[src/rtl/column_window_filter_if.sv]
// Line-buffer read port plus filtered-pixel stream for the column window filter.
// The filter drives raddr and samples col_in in the same cycle.
interface column_window_filter_if #(
  parameter int unsigned AW    = 10,
  parameter int unsigned DW    = 12,
  parameter int unsigned SLICE = 3
);
  logic                  start;
  logic [AW-1:0]         raddr;
  logic [DW*SLICE-1:0]   col_in;
  logic [DW-1:0]         pix_out;
  logic [AW-1:0]         pix_col;
  logic                  pix_valid;
  logic                  pix_ready;
  logic                  busy;
  logic                  done;

  modport master (
    input  start, col_in, pix_ready,
    output raddr, pix_out, pix_col, pix_valid, busy, done
  );

  modport slave (
    output start, col_in, pix_ready,
    input  raddr, pix_out, pix_col, pix_valid, busy, done
  );
endinterface

[src/rtl/column_window_filter.sv]
// Sweeps one committed 3-row slice column by column and emits a 1-2-1 Gaussian
// blurred centre-row RGB444 pixel per column, replicating the left/right edges.
module column_window_filter #(
  parameter int unsigned HWIDTH = 640,
  parameter int unsigned AW     = 10
) (
  input logic                    clk,
  input logic                    rst,
  column_window_filter_if.master bus
);
  localparam int unsigned DW    = 12;
  localparam int unsigned SLICE = 3;
  localparam int unsigned CW    = DW * SLICE;
  localparam logic [AW-1:0] LAST_COL = AW'(HWIDTH - 1);

  typedef enum logic [2:0] {IDLE, PRIME, RUN, FLUSH, DRAIN} state_t;

  state_t        state,     state_n;
  logic [AW-1:0] raddr,     raddr_n;
  logic [CW-1:0] win_l,     win_l_n;
  logic [CW-1:0] win_c,     win_c_n;
  logic [CW-1:0] win_r,     win_r_n;
  logic [DW-1:0] pix_out,   pix_out_n;
  logic [AW-1:0] pix_col,   pix_col_n;
  logic          pix_valid, pix_valid_n;
  logic          busy,      busy_n;
  logic          done,      done_n;
  logic          adv;

  // One 4-bit channel of one row, zero-extended to the 8-bit accumulator width.
  function automatic logic [7:0] px(input logic [CW-1:0] col, input int unsigned row,
                                    input int unsigned ch);
    return 8'(col[row*DW + ch*4 +: 4]);
  endfunction

  // Vertical 1-2-1 sum of one column for one channel (max 60).
  function automatic logic [7:0] col_w(input logic [CW-1:0] col, input int unsigned ch);
    return px(col, 0, ch) + (px(col, 1, ch) << 1) + px(col, 2, ch);
  endfunction

  // Horizontal 1-2-1 over the vertical sums; rounded divide by 16 (max sum 248).
  function automatic logic [DW-1:0] blur(input logic [CW-1:0] l, input logic [CW-1:0] c,
                                         input logic [CW-1:0] r);
    logic [DW-1:0] res;
    logic [7:0]    s;
    res = '0;
    for (int unsigned ch = 0; ch < 3; ch++) begin
      s = col_w(l, ch) + (col_w(c, ch) << 1) + col_w(r, ch) + 8'd8;
      res[ch*4 +: 4] = 4'(s >> 4);
    end
    return res;
  endfunction

  always_ff @(posedge clk or posedge rst) begin
    if (rst) begin
      state     <= IDLE;
      raddr     <= '0;
      win_l     <= '0;
      win_c     <= '0;
      win_r     <= '0;
      pix_out   <= '0;
      pix_col   <= '0;
      pix_valid <= 1'b0;
      busy      <= 1'b0;
      done      <= 1'b0;
    end else begin
      state     <= state_n;
      raddr     <= raddr_n;
      win_l     <= win_l_n;
      win_c     <= win_c_n;
      win_r     <= win_r_n;
      pix_out   <= pix_out_n;
      pix_col   <= pix_col_n;
      pix_valid <= pix_valid_n;
      busy      <= busy_n;
      done      <= done_n;
    end
  end

  always_comb begin
    state_n     = state;
    raddr_n     = raddr;
    win_l_n     = win_l;
    win_c_n     = win_c;
    win_r_n     = win_r;
    pix_out_n   = pix_out;
    pix_col_n   = pix_col;
    pix_valid_n = pix_valid;
    busy_n      = busy;
    done_n      = 1'b0;
    adv         = !pix_valid || bus.pix_ready;

    // busy stays high through the done cycle so a coincident start is ignored.
    if (done) busy_n = 1'b0;

    unique case (state)
      IDLE: begin
        if (bus.start && !busy) begin
          state_n = PRIME;
          raddr_n = '0;
          busy_n  = 1'b1;
        end
      end
      PRIME: begin
        if (adv) begin
          win_l_n = bus.col_in;
          win_c_n = bus.col_in;
          win_r_n = bus.col_in;
          raddr_n = AW'(1);
          state_n = RUN;
        end
      end
      RUN: begin
        if (adv) begin
          win_l_n     = win_c;
          win_c_n     = win_r;
          win_r_n     = bus.col_in;
          pix_out_n   = blur(win_c, win_r, bus.col_in);
          pix_col_n   = raddr - AW'(1);
          pix_valid_n = 1'b1;
          if (raddr == LAST_COL) state_n = FLUSH;
          else                   raddr_n = raddr + AW'(1);
        end
      end
      FLUSH: begin
        if (adv) begin
          win_l_n     = win_c;
          win_c_n     = win_r;
          pix_out_n   = blur(win_c, win_r, win_r);
          pix_col_n   = LAST_COL;
          pix_valid_n = 1'b1;
          state_n     = DRAIN;
        end
      end
      DRAIN: begin
        if (pix_valid && bus.pix_ready) begin
          pix_valid_n = 1'b0;
          done_n      = 1'b1;
          raddr_n     = '0;
          state_n     = IDLE;
        end
      end
      default: state_n = IDLE;
    endcase
  end

  assign bus.raddr     = raddr;
  assign bus.pix_out   = pix_out;
  assign bus.pix_col   = pix_col;
  assign bus.pix_valid = pix_valid;
  assign bus.busy      = busy;
  assign bus.done      = done;
endmodule

[src/flat_wrapper.sv]
// flat-port wrapper written by rule: the top's interface ports become plain ports
module column_window_filter_flat 
#(
  parameter int unsigned HWIDTH = 640,
  parameter int unsigned AW     = 10
)
  (clk, rst, bus_start, bus_col_in, bus_pix_ready, bus_raddr, bus_pix_out, bus_pix_col, bus_pix_valid, bus_busy, bus_done);
  column_window_filter_if #(.AW(AW), .DW(12), .SLICE(3)) bus_i ();
  input logic clk;
  input logic rst;
  input wire logic [$bits(bus_i.start)-1:0] bus_start;
  input wire logic [$bits(bus_i.col_in)-1:0] bus_col_in;
  input wire logic [$bits(bus_i.pix_ready)-1:0] bus_pix_ready;
  output wire logic [$bits(bus_i.raddr)-1:0] bus_raddr;
  output wire logic [$bits(bus_i.pix_out)-1:0] bus_pix_out;
  output wire logic [$bits(bus_i.pix_col)-1:0] bus_pix_col;
  output wire logic [$bits(bus_i.pix_valid)-1:0] bus_pix_valid;
  output wire logic [$bits(bus_i.busy)-1:0] bus_busy;
  output wire logic [$bits(bus_i.done)-1:0] bus_done;
  assign bus_i.start = bus_start;
  assign bus_i.col_in = bus_col_in;
  assign bus_i.pix_ready = bus_pix_ready;
  assign bus_raddr = bus_i.raddr;
  assign bus_pix_out = bus_i.pix_out;
  assign bus_pix_col = bus_i.pix_col;
  assign bus_pix_valid = bus_i.pix_valid;
  assign bus_busy = bus_i.busy;
  assign bus_done = bus_i.done;
  column_window_filter #(.HWIDTH(HWIDTH), .AW(AW)) u_core (.clk(clk), .rst(rst), .bus(bus_i));
endmodule
[config.mk]
export PLATFORM = sky130hd
export DESIGN_NAME = column_window_filter_flat
export DESIGN_NICKNAME = d
export VERILOG_FILES = /design/src/rtl/column_window_filter_if.sv /design/src/rtl/column_window_filter.sv /design/src/flat_wrapper.sv
export SDC_FILE = /design/constraint.sdc
export NUM_CORES = 1
export LEC_CHECK = 0
export ABC_AREA = 1
export CAP_MARGIN = 40
export CORE_UTILIZATION = 28
export CTS_CLUSTER_SIZE = 16
export DETAILED_ROUTE_END_ITERATION = 10
export SLEW_MARGIN = 20
export SYNTH_ARGS = -nofsm -noshare
export SYNTH_HDL_FRONTEND = slang
export SYNTH_SLANG_ARGS = --single-unit
[constraint.sdc]
create_clock -name clk -period 4.4 [get_ports clk]
set_input_delay 1.32 -clock clk [delete_from_list [all_inputs] [get_ports clk]]
set_output_delay 1.32 -clock clk [all_outputs]
set_load 0.005 [all_outputs]
==> results.md <==
* Outcome: finished with violations
* Violations in the final reports: negative setup slack
* Hold slack final at approximately 0.46 ns
* Layout overhead on the synthesized area at 38.3%
* Worst clock skew at between 0.006 and 0.007 ns
* Endpoints failing hold at 0
* IR drop worst, VDD at just under 0.0002 V
* Cells on worst reg2reg path at 23
* DRT Pass-1 Iters at 4
* Commonest cells after routing, fill and taps aside: 185 x sky130_fd_sc_hd__inv_1, 182 x sky130_fd_sc_hd__nand2_1, 117 x sky130_fd_sc_hd__buf_4, 110 x sky130_fd_sc_hd__dfrtp_1, 80 x sky130_fd_sc_hd__nand3_1
* Residual antenna-violating net count after detailed routing at 0
* R2R setup slack at -0.11 ns
* Synthesized cell area at 0.00970 mm2
* Placeable Area at approximately 0.034 mm2
* Number of design-rule violations left by the first detailed-router iteration at between 300 and 400
* Global-route wire length before repair at about 44 mm
* Number of setup violations in the final report at 4
* CP Max Fanout at 5
* CTS tree: done
* Final cycle utilization of the critical path at 102%
* Detail-routed net length per standard cell at about 15 um
* Via total after detailed routing at roughly 8600
* Port-buffer cells at between 70 and 80
* Transition time at the pin with the least slew margin at between 0.6 and 0.7 ns
* Vertical die dimension at 188 um
* Number of storage elements in the synthesis netlist at 110
* Area after DPL at approximately 0.012 mm2
* RSZ-0062 raised after global routing: true
* Cell chain of the critical path: ha_2 > fa_2 > ha_4 > xnor2_4 > inv_2 > fa_1 > inv_2 > ha_4 > a21oi_2 > nand2_2 > nand2_1 > nand2_1 > a21oi_2 > xnor2_2 > ha_1 > ha_4 > nand2_2 > nor3_2 > a21oi_2 > nand3_1 > nand3_1 > nand3_1 > nand2_1
* Primary FF master, synth: sky130_fd_sc_hd__dfrtp_1
* CP Class: reg2reg
* Horizontal extent of the die at 188 um
* Initial antenna violation count at 3
* Vias per std cell at about 4.7
* Required time of the critical path at about 4.7 ns
* Static Leakage at 6.50 nW
* Sequential fraction of design power at a little under a fifth
* Worst min-delay path class: reg2reg
* CTS HTree Levels at 3
* Internal power at 3.38 mW
* Worst path max stage delay at 0.55 ns
* Number of max-cap violations at 0
* Worst setup SP type: flop
* Effective utilization at floorplan at between 20% and 30%
* EDFF count, synth at 0
* Number of rows created at floorplan at between 60 and 70
* Share of final-layout standard cells stronger than drive strength 1 at about 24%
* Post-CTS Hold Fix Bufs at 0
* Nets in the synthesized netlist at approximately 1400
* Clock Pin Slew Worst Setup and Hold Paths at roughly 0.08 ns
* Time the worst path needs with I/O delays and setup at about 4.5 ns
* Post-detailed-placement half-perimeter wirelength at 19.9 mm
* Buffer cell driving the clock tree root: sky130_fd_sc_hd__clkbuf_16
* Cells after Synth at 1202
* Worst Hold Depth at 1
* Slew Viols, Final at 0
* Design Area, Final at roughly 0.013 mm2
* Boundary pin count at 75
* RD Place Congestion at between 0.8 and 0.9
* Final Net Count at approximately 1600
* Setup ws final at -0.108 ns
* Yosys cell types at 48
* Maximum number of pins on one net before global-route repair at 65
* Clock latency of the later-clocked register in the worst-skew pair at about 0.37 ns
* Area of combinational cells with multiple inputs at around 0.0072 mm2
* Relative slew margins at 54.3%
* Number of buffers on the longest clock path at 2
* Average cell area after synthesis at about 8.1 um2
* CP arrival at between 4 and 5 ns
* Endpoint kind of the worst setup timing path: flop
* Min-delay src: u_core.bus.done
* Switching share of total power at 38.7%
* Final Routed Wirelength at 27.7 mm
* Antenna diodes at 0
* Switching power at 2.14 mW
* Yosys Warn Count at 0
* Area taken by flip-flops and latches at about 0.0028 mm2
* Share of the yosys chip area belonging to registers at between 20% and 30%
* Clock group share of total power at 17.7%
* Filler Cells Inserted at approximately 3300
* Synth async-reset ratio at 100%
* Slowest CP cell: sky130_fd_sc_hd__fa_2
* Number of clock buffers inserted by TritonCTS at 9
* Congestion Overflow GR at 0
* Via count of the first global-routing pass at 8857
* Endpoint of the lowest-slack register-to-register path: u_core.bus.pix_out[3]
* Most frequent standard cell in the layout excluding fill and tap cells: sky130_fd_sc_hd__inv_1
* Combined global-route utilization of all metal layers at 15.7%
* Part of the total power dissipated in combinational logic at 63.2%
* Clk sinks at 110
* R2R Path Start: u_core.win_r[12]
* DRC viols at 0
* Worst hold endpoint: u_core.bus.busy
* Die area at ~0.035 mm2
* Power Density at about 410 mW/mm2
* Maximum clock frequency at between 0.2 and 0.25 GHz
==> cell usage after synthesis (6+ instances only) <==
cell type / number / share of area (%)
sky130_fd_sc_hd__nor3_1: 7 / 0.36
sky130_fd_sc_hd__clkbuf_1: 14 / 0.54
sky130_fd_sc_hd__inv_2: 9 / 0.35
sky130_fd_sc_hd__xor2_1: 24 / 2.2
sky130_fd_sc_hd__o22ai_1: 39 / 2.5
sky130_fd_sc_hd__xnor2_1: 24 / 2.2
sky130_fd_sc_hd__nand3b_1: 10 / 0.77
sky130_fd_sc_hd__o21ai_0: 23 / 1.2
sky130_fd_sc_hd__or2_2: 6 / 0.39
sky130_fd_sc_hd__nand3_1: 87 / 4.5
sky130_fd_sc_hd__a31oi_1: 11 / 0.71
sky130_fd_sc_hd__dfrtp_1: 110 / 28
sky130_fd_sc_hd__nand2_1: 195 / 7.5
sky130_fd_sc_hd__buf_2: 8 / 0.41
sky130_fd_sc_hd__inv_1: 198 / 7.7
sky130_fd_sc_hd__o21ai_2: 6 / 0.54
sky130_fd_sc_hd__o21ai_1: 49 / 2.5
sky130_fd_sc_hd__nor2_1: 81 / 3.1
sky130_fd_sc_hd__a21oi_1: 62 / 3.2
sky130_fd_sc_hd__mux2_1: 8 / 0.93
sky130_fd_sc_hd__fa_1: 33 / 6.8
sky130_fd_sc_hd__ha_1: 137 / 18
sky130_fd_sc_hd__nand4_1: 11 / 0.71
==> through the flow <==
stage               power (mW)  TNS (ns)  utilization (%)  std cells  worst slack (ns)
finish                    5.52    -0.269             39.7       1833            -0.108
global route              5.98     -1.57             39.7       1833            -0.294
CTS                       4.98    -0.103             38.0       1823           -0.0686
detailed placement        3.54     -2.77             35.0       1796            -0.367
global placement          3.50     -2.21             35.0       1796            -0.315
floorplan                 2.69   -0.0129                -       1202           -0.0129
==> worst max-delay path by stage <==
stage | cells past startpoint | slack, ns | startpoint | endpoint
after CTS | 24 | -0.07 | u_core.win_r[20] | u_core.bus.pix_out[11]
after floorplan | 27 | -0.01 | u_core.win_r[9] | u_core.bus.pix_out[11]
final | 23 | -0.11 | u_core.win_r[12] | u_core.bus.pix_out[3]
after global placement | 17 | -0.31 | bus_col_in[16] | u_core.bus.pix_out[5]
after detailed placement | 17 | -0.37 | bus_col_in[5] | u_core.bus.pix_out[5]
after global routing | 24 | -0.29 | u_core.win_r[12] | u_core.bus.pix_out[3]
==> critical path, delay by kind of cell, from the launching register on <==
kind	cells	cell delay, ns
AOI/OAI and AO/OA	3	0.44
xor gates and xnor gates	2	0.26
adders and majority gates	7	2.38
buffers and inverters	2	0.10
DFF	1	0.39
and+or+nand+nor	9	0.83
==> per-layer routing <==
metal	up-vias	share of wire [%]	track usage, %
li1	4319	-	-
met1	4143	44	18.9
met2	108	50	28.0
met3	47	2.9	2.62
met4	6	2.6	5.60
met5	-	0.13	0
==> cell type report <==
type,instances,area share [%]
Multi-Input combinational cell,852,53.9
Clock inverter,7,0.896
Tap cell,448,4.18
Clock buffer,9,1.68
Sequential cell,110,20.5
Inverter,210,6.04
Timing Repair Buffer,197,12.8
==> cell families (layout without fill, tap and decap cells) <==
family                   Yosys count  in the layout  synth area share [%]
buffers and inverters            240            423                  9.96
XOR/XNOR                          48             48                  4.34
AND/OR/NAND/NOR                  416            416                  19.3
adder cells (fa/ha/maj)          170            170                  24.5
multiplexers                       8              8                 0.929
flip-flops                       110            110                  28.4
AO/OA/AOI/OAI                    210            210                  12.6
==> flip-flops by register name, summed over array words and instances (netlist names) <==
register              cells
u_core.bus.pix_valid      1
u_core.bus.done           1
u_core.bus.pix_col       10
u_core.state              3
u_core.bus.busy           1
u_core.win_c             36
u_core.win_r             36
u_core.bus.pix_out       12
u_core.bus.raddr         10
==> power groups by stage <==
stage	Clock, mW	Combinational (mW)	Sequential (mW)
floorplan	0	1.61	1.08
global placement	0	2.42	1.08
detailed placement	0	2.46	1.08
CTS	1.00	2.92	1.06
global route	1.04	3.88	1.06
finish	0.975	3.49	1.06
==> timing repair <==
item / 4_1_cts / 5_1_grt
endpoints found under the setup margin: 12 / 12
resized for setup: 87 / 86
pin swaps: 68 / 82
setup buffers: 11 / 9
Power figures use the tool's default switching activity.
